File: src/rtl/dmem_arbiter_pkg.sv
// Shared types and constants for the data-memory arbiter.
package dmem_arbiter_pkg;

    typedef enum logic [1:0] {
        IDLE   = 2'd0,
        ACCESS = 2'd1,
        RESP   = 2'd2
    } state_t;

    localparam logic [2:0] F3_B  = 3'b000;
    localparam logic [2:0] F3_H  = 3'b001;
    localparam logic [2:0] F3_W  = 3'b010;
    localparam logic [2:0] F3_BU = 3'b100;
    localparam logic [2:0] F3_HU = 3'b101;

    typedef logic req_id_t;

    localparam int DEFAULT_MEM_BYTES = 1024;

endpackage

File: src/rtl/rr_arb2.sv
// Two-way grant logic: round-robin on a last-served pointer, or fixed priority to requester 0.
module rr_arb2
    import dmem_arbiter_pkg::*;
(
    input  logic       clk,
    input  logic       reset,
    input  logic [1:0] req,
    input  logic       advance,
    input  logic       prio_mode,
    output logic [1:0] gnt
);

    req_id_t last_q;

    // Pointer at 1 means requester 0 is next in line on a conflict.
    always_comb begin
        gnt = req;
        if (req == 2'b11)
            gnt = (prio_mode || last_q) ? 2'b01 : 2'b10;
    end

    always_ff @(posedge clk or posedge reset) begin
        if (reset)
            last_q <= 1'b1;
        else if (advance && |gnt)
            last_q <= gnt[1];
    end

endmodule

File: src/rtl/dmem_arbiter.sv
// Two-requester arbiter/sequencer for the single-port data memory (IDLE -> ACCESS -> RESP).
// Optional address range check enabled by defining DMEM_ARBITER_RANGE_CHECK_EN.
module dmem_arbiter
    import dmem_arbiter_pkg::*;
#(
    parameter int PRIO_MODE = 0,
    parameter int MEM_BYTES = DEFAULT_MEM_BYTES
) (
    input  logic        clk,
    input  logic        reset,
    input  logic        m0_req,
    input  logic        m0_we,
    input  logic [31:0] m0_addr,
    input  logic [31:0] m0_wdata,
    input  logic [2:0]  m0_funct3,
    output logic        m0_gnt,
    output logic        m0_rvalid,
    output logic [31:0] m0_rdata,
    output logic        m0_rerr,
    input  logic        m1_req,
    input  logic        m1_we,
    input  logic [31:0] m1_addr,
    input  logic [31:0] m1_wdata,
    input  logic [2:0]  m1_funct3,
    output logic        m1_gnt,
    output logic        m1_rvalid,
    output logic [31:0] m1_rdata,
    output logic        m1_rerr,
    output logic        mem_we,
    output logic [31:0] mem_a,
    output logic [31:0] mem_wd,
    output logic [2:0]  mem_funct3,
    input  logic [31:0] mem_rd,
    output logic        busy
);

    if (MEM_BYTES <= 0) begin : g_bad_mem_bytes
        $error("dmem_arbiter: MEM_BYTES must be positive");
    end

    state_t      state;
    req_id_t     id_q;
    logic        we_q, err_q;
    logic [31:0] addr_q, wdata_q, rdata_q;
    logic [2:0]  f3_q;

    logic        idle, resp;
    logic [1:0]  gnt;
    logic        sel_we, range_err;
    logic [31:0] sel_addr, sel_wdata;
    logic [2:0]  sel_f3;

    assign idle = (state == IDLE);
    assign resp = (state == RESP);

    rr_arb2 u_arb (
        .clk       (clk),
        .reset     (reset),
        .req       ({m1_req, m0_req} & {2{idle}}),
        .advance   (idle),
        .prio_mode (PRIO_MODE != 0),
        .gnt       (gnt)
    );

    assign sel_we    = gnt[1] ? m1_we     : m0_we;
    assign sel_addr  = gnt[1] ? m1_addr   : m0_addr;
    assign sel_wdata = gnt[1] ? m1_wdata  : m0_wdata;
    assign sel_f3    = gnt[1] ? m1_funct3 : m0_funct3;

`ifdef DMEM_ARBITER_RANGE_CHECK_EN
    localparam logic [31:0] MEM_LIMIT = 32'(MEM_BYTES);
    assign range_err = (sel_addr >= MEM_LIMIT);
`else
    assign range_err = 1'b0;
`endif

    always_ff @(posedge clk or posedge reset) begin
        if (reset) begin
            state   <= IDLE;
            id_q    <= 1'b0;
            we_q    <= 1'b0;
            err_q   <= 1'b0;
            addr_q  <= '0;
            wdata_q <= '0;
            f3_q    <= '0;
            rdata_q <= '0;
        end else begin
            unique case (state)
                IDLE: if (|gnt) begin
                    id_q    <= gnt[1];
                    we_q    <= sel_we;
                    addr_q  <= sel_addr;
                    wdata_q <= sel_wdata;
                    f3_q    <= sel_f3;
                    err_q   <= range_err;
                    state   <= ACCESS;
                end
                ACCESS: begin
                    rdata_q <= (we_q || err_q) ? '0 : mem_rd;
                    state   <= RESP;
                end
                RESP:    state <= IDLE;
                default: state <= IDLE;
            endcase
        end
    end

    // Write strobe is decoded from state so an async reset kills it before the edge.
    assign mem_we     = (state == ACCESS) && we_q && !err_q;
    assign mem_a      = addr_q;
    assign mem_wd     = wdata_q;
    assign mem_funct3 = f3_q;

    assign m0_gnt    = gnt[0];
    assign m1_gnt    = gnt[1];
    assign m0_rvalid = resp && !id_q;
    assign m1_rvalid = resp && id_q;
    assign m0_rdata  = m0_rvalid ? rdata_q : '0;
    assign m1_rdata  = m1_rvalid ? rdata_q : '0;
    assign m0_rerr   = m0_rvalid && err_q;
    assign m1_rerr   = m1_rvalid && err_q;
    assign busy      = !idle;

endmodule

File: config.mk
export PLATFORM = sky130hd
export DESIGN_NAME = dmem_arbiter
export DESIGN_NICKNAME = d
export VERILOG_FILES = /design/src/rtl/dmem_arbiter_pkg.sv /design/src/rtl/rr_arb2.sv /design/src/rtl/dmem_arbiter.sv
export SDC_FILE = /design/constraint.sdc
export NUM_CORES = 1
export LEC_CHECK = 0
export CAP_MARGIN = 30
export CORE_MARGIN = 10
export CORE_UTILIZATION = 34
export DETAILED_ROUTE_END_ITERATION = 12
export GPL_TIMING_DRIVEN = 0
export PLACE_DENSITY_LB_ADDON = 0.25
export SYNTH_ARGS = -nofsm -noshare
export SYNTH_HDL_FRONTEND = slang
export SYNTH_HIERARCHICAL = 1
export SYNTH_SLANG_ARGS = --single-unit
File: constraint.sdc
create_clock -name clk -period 4.19 [get_ports clk]
set_clock_uncertainty 0.2 [all_clocks]
set_input_delay 1.0475 -clock clk [delete_from_list [all_inputs] [get_ports clk]]
set_output_delay 1.0475 -clock clk [all_outputs]
set_load 0.01 [all_outputs]
==> run metrics, run 1 <==
final hold violation count=0; # hold bufs at CTS=0; total power=between 5000 and 6000 uW; Initial Util=0.348; mux contribution to synthesized area=0.297; Cells after Synth=457; CTS Buffer Depth=2; commonest non-fill, non-tap cells in the layout=clkdlybuf4s50_1, mux2_2, dfrtp_1, and2_1, nand2_1; Yosys cell types=27; leakage power=approximately 0.0037 uW; post-synthesis compound-gate area fraction=0.0382; commonest non-fill, non-tap cell in the layout=clkdlybuf4s50_1; IO buf count=308; Synth Area in XOR/XNOR=0; reg2reg path depth=7; CTS root buffer=clkbuf_16; worst slew pin tran=between 0.9 and 1 ns; DR pass1 iterations=4; total global routing overflow=0; top routing layer in use=met4; Tot GR Track Use=0.172; synth warn=6; # resized after CTS=0; critical path capture point type=output port; H-tree levels=3; initial antenna violation count=0; post-synthesis sequential area ratio=0.491; clock latency on the worst-skew pair=0.34 ns; drt drc=0; highest clock rate=259 MHz; Setup Fix Bufs, Post-CTS=0; Core Area=15300 um2; WL met1=about 6600 um; RSZ-0062 raised after global routing=no; Inserted Clock Buffers=9; Non-Filler Instances=between 900 and 1k; Ant. Diodes=0; DRT iter0 DRCs=approximately 140; Final Cell Area=around 9000 um2; total wire length=between 15000 and 20000 um; fin crit period=approximately 3.9 ns; critical path type=reg2out; endpoints failing setup=0; routability cong.=0.794; # rows=45; met3 wire length=1590 um; Cell Pwr Density=~600 nW/um2; Post-Syn Area=~5300 um2; adder-cell share of the synthesized area=0; post-route ant nets=0; average via count per standard cell=between 4 and 5; #FFs+latches synth=between 100 and 150; crit path max fanout=10; Area Overhead vs Synth=69.1%; first-pass GRT wire length=between 20000 and 30000 um; share of cells above drive strength 1=0.217; Setup crit start kind=register; Via Count=between 4k and 5k; Max transition margin=0.386; Post-DP Area=slightly below 9000 um2; WL/cell=approximately 19 um; Tcrit/Tclk final=0.923; worst hold path type=reg2reg; # IOs=311; peak supply drop=0.000307 V; vias in the first global route=a little over 5k; CTS tree=built; CP required=approximately 2.9 ns; Final nets=953; met2 wire len=between 10000 and 15000 um; Die Y=roughly 140 um; status=completed; simple-gate portion of the synthesized area=0.133; number of instances in the placed design=about 1000; syn avg cell area=between 10 and 15 um2; largest net degree at the start of global routing=60; TritonCTS Sinks=about 100; Max Cap Viol=0; die width=approximately 140 um; Die Footprint=21000 um2; hold depth=2; count of pins over their slew limit=0; Worst EP arrival=between 2 and 3 ns; largest family of logic cells by synthesized area=multiplexers; CTS clock-pin slew for the worst setup and hold paths=0.07 ns; post-DP HPWL=~16000 um
[routing by layer]
layer  vias up  track usage
met3        20       0.0649
met4         0       0.0505
met5         -            0
met1      2242        0.175
met2       168        0.319
li1       2174            -
[sequential cells by signal, indices dropped and copies added, names as in the netlist]
signal	cells
we_q	1
state	2
u_arb/last_q	1
mem_funct3	3
rdata_q	32
mem_wd	32
id_q	1
mem_a	32
[cells in the mapped netlist]
cell,n,area share
a21oi_2,1,0.0017
clkinv_1,1,0.00071
nor2_4,1,0.0021
inv_1,4,0.0028
buf_4,3,0.0042
dfrtp_1,103,0.49
mux2_2,126,0.27
a21boi_1,1,0.0014
clkbuf_1,19,0.013
conb_1,1,0.00071
buf_8,1,0.0028
nand2_1,65,0.046
nand2b_1,1,0.0012
buf_6,5,0.011
and3b_1,1,0.0017
mux2_4,9,0.025
nor3b_1,1,0.0014
o21ai_0,32,0.030
dfstp_2,1,0.0050
a22o_1,1,0.0017
and2_1,67,0.079
mux2i_1,2,0.0038
nor2_1,2,0.0014
o21ai_1,1,0.00094
buf_2,6,0.0057
a21oi_1,1,0.00094
o21a_1,1,0.0014
[cell families (layout without fill, tap and decap cells)]
logic type      after synthesis  count (layout)
other cells                   1               5
simple gates                138             138
flops                       104             104
mux                         137             137
compound gates               38              38
buf+inv                      39             363
[cell type report]
type | instances | area, um2
fill | 1285 | 6290
timing repair buffer | 309 | 3110
sequential | 104 | 2600
multi-input combinational | 318 | 2500
tap | 211 | 264
clock buffer | 10 | 239
buffer | 34 | 195
clock inverter | 5 | 33.8
inverter | 5 | 21.3
[through the flow]
step | setup WS [ns] | hold WS, ns | utilization | setup TNS, ns
2_1_floorplan | 0.239 | 0.255 | - | 0
4_1_cts | 0.315 | 0.301 | 0.588 | 0
6_report | 0.323 | 0.298 | 0.588 | 0
3_3_place_gp | -1.28 | 0.272 | 0.568 | -131.11
3_5_place_dp | 0.353 | 0.285 | 0.570 | 0
5_1_grt | 0.122 | 0.317 | 0.588 | 0
[final timing paths]
kind	endpoint	from	slack [ns]
max in group asynchronous	mem_a[11]$_DFFE_PP0P_	reset	2.15
max	m0_rdata[15]	state[0]$_DFFE_PP0P_	0.32
min reg2reg	rdata_q[1]$_DFFE_PP0N_	rdata_q[1]$_DFFE_PP0N_	0.30
min	rdata_q[1]$_DFFE_PP0N_	rdata_q[1]$_DFFE_PP0N_	0.30
max reg2reg	mem_a[23]$_DFFE_PP0P_	state[0]$_DFFE_PP0P_	1.50
min in group asynchronous	u_arb/last_q$_DFFE_PP1P_	reset	0.90
[power breakdown]
group	internal (uW)	switching [uW]	leakage [uW]
Clock	415	359	0.000130
Combinational	1720	1250	0.00227
Sequential	1490	273	0.00126
[critical path: stages (launching register included)]
cell             delay, ns
dfrtp_1               0.43
nor3b_1               0.78
clkbuf_1              0.34
and2_1                0.18
clkdlybuf4s50_1       0.55
Note: power is estimated with default switching activity, not from simulation.
==> run 2: changes to the inputs <==
- HOLD_SLACK_MARGIN: unset -> 0.15
- clock period: 4.19 -> 3.4 ns (I/O delays scaled with it)
==> run 2 against run 1 <==
  * First-iteration DRC count decreased by 29%
  * Total power increased by 23%
  * Sequential power increased by 23%
  * Core utilization increased by 0.19 points
  * Largest cell class unchanged
  * Highest routed layer unchanged
==> run metrics, run 2 (synthesis results as in run 1) <==
Non-Filler Instances=997 (+0.10%); setup ws final=0.105 ns (-0.218 ns); count of pins over their slew limit=0 (unchanged); worst slew pin tran=0.668 ns (-0.252 ns); die width=145 um (unchanged); post-route ant nets=0 (unchanged); # rows=45 (unchanged); Max Cap Viol=0 (unchanged); crit-path cells=clkdlybuf4s50_1 > and2_1 > o21ai_1 > and2_1 > clkdlybuf4s50_1; WL/cell=18.5 um (-1.4%); Core Area=15300 um2 (unchanged); status=completed; Worst EP arrival=2.24 ns (-0.38 ns); CTS clock-pin slew for the worst setup and hold paths=0.07 ns (about the same); share of cells above drive strength 1=0.221 (+0.00481); Cell Pwr Density=754 nW/um2 (+23%); first-pass GRT wire length=27600 um (-0.97%); Tot GR Track Use=0.171 (-0.00145); Slowest-stage cell, CP=clkdlybuf4s50_1; routability cong.=0.772 (-2.8%); final hold violation count=0 (unchanged); Final nets=954 (+0.10%); IO buf count=308 (unchanged); CP required=2.35 ns (-0.59 ns); H-tree levels=3 (unchanged); initial antenna violation count=0 (unchanged); CTS root buffer=clkbuf_16; DRT iter0 DRCs=96 (-29%); endpoints failing setup=0 (unchanged); number of instances in the placed design=982 (+0.10%); fin crit period=roughly 3.3 ns; drt drc=0 (unchanged); Tcrit/Tclk final=0.969; Die Footprint=21000 um2 (unchanged); Area Overhead vs Synth=69.7%; critical path type=in2out; Setup crit start kind=input pin; total wire length=18400 um (-1.3%); TritonCTS Sinks=104 (unchanged); post-DP HPWL=15400 um (-1.8%); Finished Core Util=0.590 (+0.00189); Ant. Diodes=0 (unchanged); DR pass1 iterations=4 (unchanged); Via Count=4536 (-1.5%); CP bufs+invs=2 (unchanged); worst hold path type=reg2reg; clock latency on the worst-skew pair=0.34 ns (about the same); Final Cell Area=9000 um2 (+0.32%); Setup Fix Bufs, Post-CTS=0 (unchanged); delay-heaviest family, CP=buffers and inverters; leakage power=0.00368 uW (+0.62%); total global routing overflow=0 (unchanged); Max transition margin=0.554 (+0.168); Die Y=145 um (unchanged); critical path capture point type=output port; Crit path largest cell delay=0.59 ns (-0.19 ns); Inserted Clock Buffers=9 (unchanged); vias in the first global route=5014 (-2.1%); Initial Util=0.348 (unchanged); commonest non-fill, non-tap cell in the layout=clkdlybuf4s50_1; RSZ-0062 raised after global routing=no; total power=6780 uW (+23%); CTS tree=built; Place WS=-0.0529 ns (-0.405 ns); crit path max fanout=3 (-7); Post-DP Area=8710 um2 (+0.16%); largest net degree at the start of global routing=40 (-33%); average via count per standard cell=4.55 (-1.6%); CTS Buffer Depth=2 (unchanged); highest clock rate=just over 300 MHz; # IOs=311 (unchanged); commonest non-fill, non-tap cells in the layout=clkdlybuf4s50_1, mux2_2, dfrtp_1, and2_1, nand2_1; peak supply drop=0.000400 V (+30%); # hold bufs at CTS=0 (unchanged)
==> run 2: changes by cell type in the layout (fill, tap and decap cells not counted) <==
cell,change
buf_12,+2
buf_16,-1
clkbuf_1,-2
clkbuf_2,+3
clkbuf_8,+1
clkdlybuf4s50_1,-1
clkinv_4,-1
dlygate4sd2_1,+1
inv_4,-1
nor3b_1,-1
nor3b_4,+1
==> run 2: report_power, final <==
group	switching, uW	internal [uW]	leakage (uW)
Sequential	331	1830	0.00126
Clock	436	530	0.000134
Combinational	1520	2130	0.00229
Total	2290	4490	0.00368
==> run 2: area by class of cell <==
cell class | instances | area [um2]
Timing Repair Buffer | 310 | 3120
Multi-Input combinational cell | 318 | 2510
Fill cell | 1325 | 6260
Clock inverter | 3 | 17.5
Inverter | 5 | 22.5
Tap cell | 211 | 264
Buffer | 34 | 199
Sequential cell | 104 | 2600
Clock buffer | 12 | 256
==> run 2: metrics by stage <==
step / hold slack [ns] / TNS, ns
4_1_cts: 0.292 / 0
5_1_grt: 0.316 / 0
2_1_floorplan: 0.255 / 0
6_report: 0.289 / 0
3_3_place_gp: 0.268 / -0.0397
3_5_place_dp: 0.277 / -0.0529
==> run 2: worst reg2reg max path, cell delays in order, from the launching register on <==
cell	delay [ns]
dfrtp_1	0.45
nor2_4	0.21
and2_1	0.19
and2_1	0.17
buf_6	0.15
clkbuf_1	0.50
mux2_2	0.42
mux2_2	0.27
==> run 2: timing repair <==
| item | in CTS | in global routing |
|---|---|---|
| pin swaps | 0 | 0 |
| endpoints found under the setup margin | 31 | 22 |
| resized for setup | 2 | 7 |
==> run 2: path summary, 6_finish.rpt <==
check	from	end	slack (ns)	cells after the start
max in group asynchronous	reset	mem_wd[16]$_DFFE_PP0P_	1.60	3
setup / recovery	m0_req	m1_gnt	0.11	5
hold / removal	rdata_q[22]$_DFFE_PP0N_	rdata_q[22]$_DFFE_PP0N_	0.29	2
min in group asynchronous	reset	u_arb/last_q$_DFFE_PP1P_	0.70	2
hold reg to reg	rdata_q[22]$_DFFE_PP0N_	rdata_q[22]$_DFFE_PP0N_	0.29	2
setup reg to reg	state[0]$_DFFE_PP0P_	mem_wd[23]$_DFFE_PP0P_	0.73	7
==> run 2: metal layers <==
| metal | track usage | up-vias | share of wire |
|---|---|---|---|
| met2 | 0.313 | 156 | 0.53 |
| met4 | 0.0633 | 0 | 0.022 |
| met3 | 0.0456 | 22 | 0.077 |
| li1 | - | 2176 | - |
| met5 | 0 | - | 0 |
| met1 | 0.183 | 2182 | 0.37 |
==> run 3: changes to the inputs <==
- CORE_UTILIZATION: 34 -> 35
- GPL_TIMING_DRIVEN: 0 -> 1
==> run 3 against run 2 <==
  * First-iteration DRC count up 27%
  * Non-clock buffer count is 26 lower
  * Setup slack improved by 0.20 ns
  * Sequential power about the same
  * Highest routed layer unchanged
==> run metrics, run 3 (synthesis results as in run 1) <==
drt drc=0 (unchanged); Combinational Power Share=0.529 (-0.010); critical path type=reg2out; DRT iter0 DRCs=122 (+27%); Non-Filler Instances=945 (-5.2%); Area Overhead vs Synth=66.9%; Die Footprint=20500 um2 (-2.5%); top routing layer in use=met4; Finished Core Util=0.602 (+0.0124); total global routing overflow=0 (unchanged); vias in the first global route=4891 (-2.5%); first-pass GRT wire length=27200 um (-1.2%); Via Count=4435 (-2.2%); Setup crit start kind=register; # IOs=311 (unchanged); status=completed; total power=6690 uW (-1.4%); Switch Pwr=2290 uW (-0.18%); peak supply drop=0.000648 V (+62%); H-tree levels=3 (unchanged); R2R Path End=mem_a[8]$_DFFE_PP0P_; met2 wire len=9760 um (-0.43%); Setup Fix Bufs, Post-CTS=0 (unchanged); post-DP HPWL=14400 um (-6.1%); Hold Path Origin=rdata_q[13]$_DFFE_PP0N_; reg2reg path depth=6 (-1); TritonCTS Sinks=104 (unchanged); WL/cell=18.8 um (+1.8%); total wire length=17800 um (-3.5%); crit path max fanout=33 (+30); routability cong.=0.795 (+3.0%); worst hold margin=0.291 ns (+0.00253 ns); critical path capture point type=output port; commonest non-fill, non-tap cell in the layout=clkdlybuf4s50_1; share of cells above drive strength 1=0.222 (+0.000702); Tcrit/Tclk final=0.910 (-0.0595); Hold Path End=rdata_q[13]$_DFFE_PP0N_; CTS tree=built; Core Area=14700 um2 (-3.7%); Seq pwr share=0.324 (+0.005); Int Pwr=4400 uW (-2.0%); Switching Share=0.342 (+0.00402); hold depth=2 (unchanged); clock latency on the worst-skew pair=0.35 ns (about the same); Final nets=928 (-2.7%); number of instances in the placed design=928 (-5.5%); commonest non-fill, non-tap cells in the layout=clkdlybuf4s50_1, mux2_2, dfrtp_1, and2_1, nand2_1; Max Cap Viol=0 (unchanged); # rows=44 (-2.2%); post-route ant nets=0 (unchanged); highest clock rate=323 MHz (+6.5%); largest net degree at the start of global routing=70 (+75%); endpoints failing setup=0 (unchanged); DR pass1 iterations=4 (unchanged); Tot GR Track Use=0.170 (-0.000826); CP required=2.35 ns (about the same); Worst EP arrival=2.04 ns (-0.20 ns); initial antenna violation count=0 (unchanged); RR Startpoint=state[0]$_DFFE_PP0P_; CTS Buffer Depth=2 (unchanged); RSZ-0062 raised after global routing=no; # resized after CTS=0 (-2); worst hold path type=reg2reg; final hold violation count=0 (unchanged); leakage power=0.00364 uW (-1.3%); Die Y=143 um (-1.2%); clock network fraction of design power=0.147 (+0.004); average via count per standard cell=4.69 (+3.2%); die width=143 um (-1.2%); Ant. Diodes=0 (unchanged); met3 wire length=1710 um (+20%); Cell Pwr Density=756 nW/um2 (+0.29%); count of pins over their slew limit=0 (unchanged); CTS root buffer=clkbuf_16; Inserted Clock Buffers=9 (unchanged); Max transition margin=0.620 (+0.0657); # hold bufs at CTS=0 (unchanged); worst slew pin tran=0.571 ns (-0.0971 ns); WL met1=5920 um (-13%); fin crit period=3.09 ns (-0.202 ns); IO buf count=308 (unchanged); CTS clock-pin slew for the worst setup and hold paths=0.07 ns (about the same); Initial Util=0.361 (+0.0132); R2R setup slack=0.79 ns (+0.06 ns)
==> run 3: cell count changes in the layout (fill, tap and decap cells not counted), sizes merged <==
cell	delta
dlygate4sd2	-1
clkbuf	-22
clkinv	+1
buf	-7
clkdlybuf4s50	-1
dlymetal6s2s	+2
inv	+2
clkinvlp	+1
==> run 3: routing by layer <==
| metal | GRT usage | up-vias |
|---|---|---|
| li1 | - | 2123 |
| met1 | 0.166 | 2135 |
| met2 | 0.317 | 157 |
| met3 | 0.0673 | 20 |
| met4 | 0.0570 | 0 |
| met5 | 0 | - |
==> run 3: through the flow <==
stage / instance area [um2] / TNS [ns] / setup slack [ns]
2_1_floorplan: 5320 / 0 / 0.728
3_3_place_gp: 8540 / 0 / 0.0483
3_5_place_dp: 8540 / -2.97 / -0.0683
4_1_cts: 8820 / 0 / 0.00627
5_1_grt: 8850 / 0 / 0.194
6_report: 8850 / 0 / 0.308
==> run 3: worst max-delay path, stage by stage (launching register included) <==
cell	delay [ns]
dfrtp_1	0.45
and3b_1	0.24
buf_4	0.26
and2_1	0.17
clkdlybuf4s50_1	0.56
==> run 3: worst max path at each step <==
stage,startpoint,endpoint,slack (ns),depth (start not counted)
final,state[0]$_DFFE_PP0P_,m1_rdata[28],0.31,4
after global routing,state[0]$_DFFE_PP0P_,m1_rdata[29],0.19,4
after CTS,m0_req,m0_gnt,0.006,4
after detailed placement,m0_req,mem_wd[9]$_DFFE_PP0P_,-0.07,6
after global placement,m0_req,mem_a[9]$_DFFE_PP0P_,0.05,6
after floorplan,m0_req,mem_wd[0]$_DFFE_PP0P_,0.73,7
==> run 3: cell type report <==
cell class | count | area [um2]
timing repair buffer | 318 | 3200
multi-input combinational | 318 | 2520
tap | 184 | 230
inverter | 5 | 22.5
fill | 1226 | 5850
clock buffer | 9 | 225
clock inverter | 7 | 55.1
sequential | 104 | 2600
==> run 3: power by group through the flow <==
stage,combinational (uW),clock (uW),sequential (uW)
2_1_floorplan,1800,0,2320
3_3_place_gp,3460,0,2150
3_5_place_dp,3560,0,2190
4_1_cts,3580,1020,2170
5_1_grt,3810,1070,2250
6_report,3540,985,2160
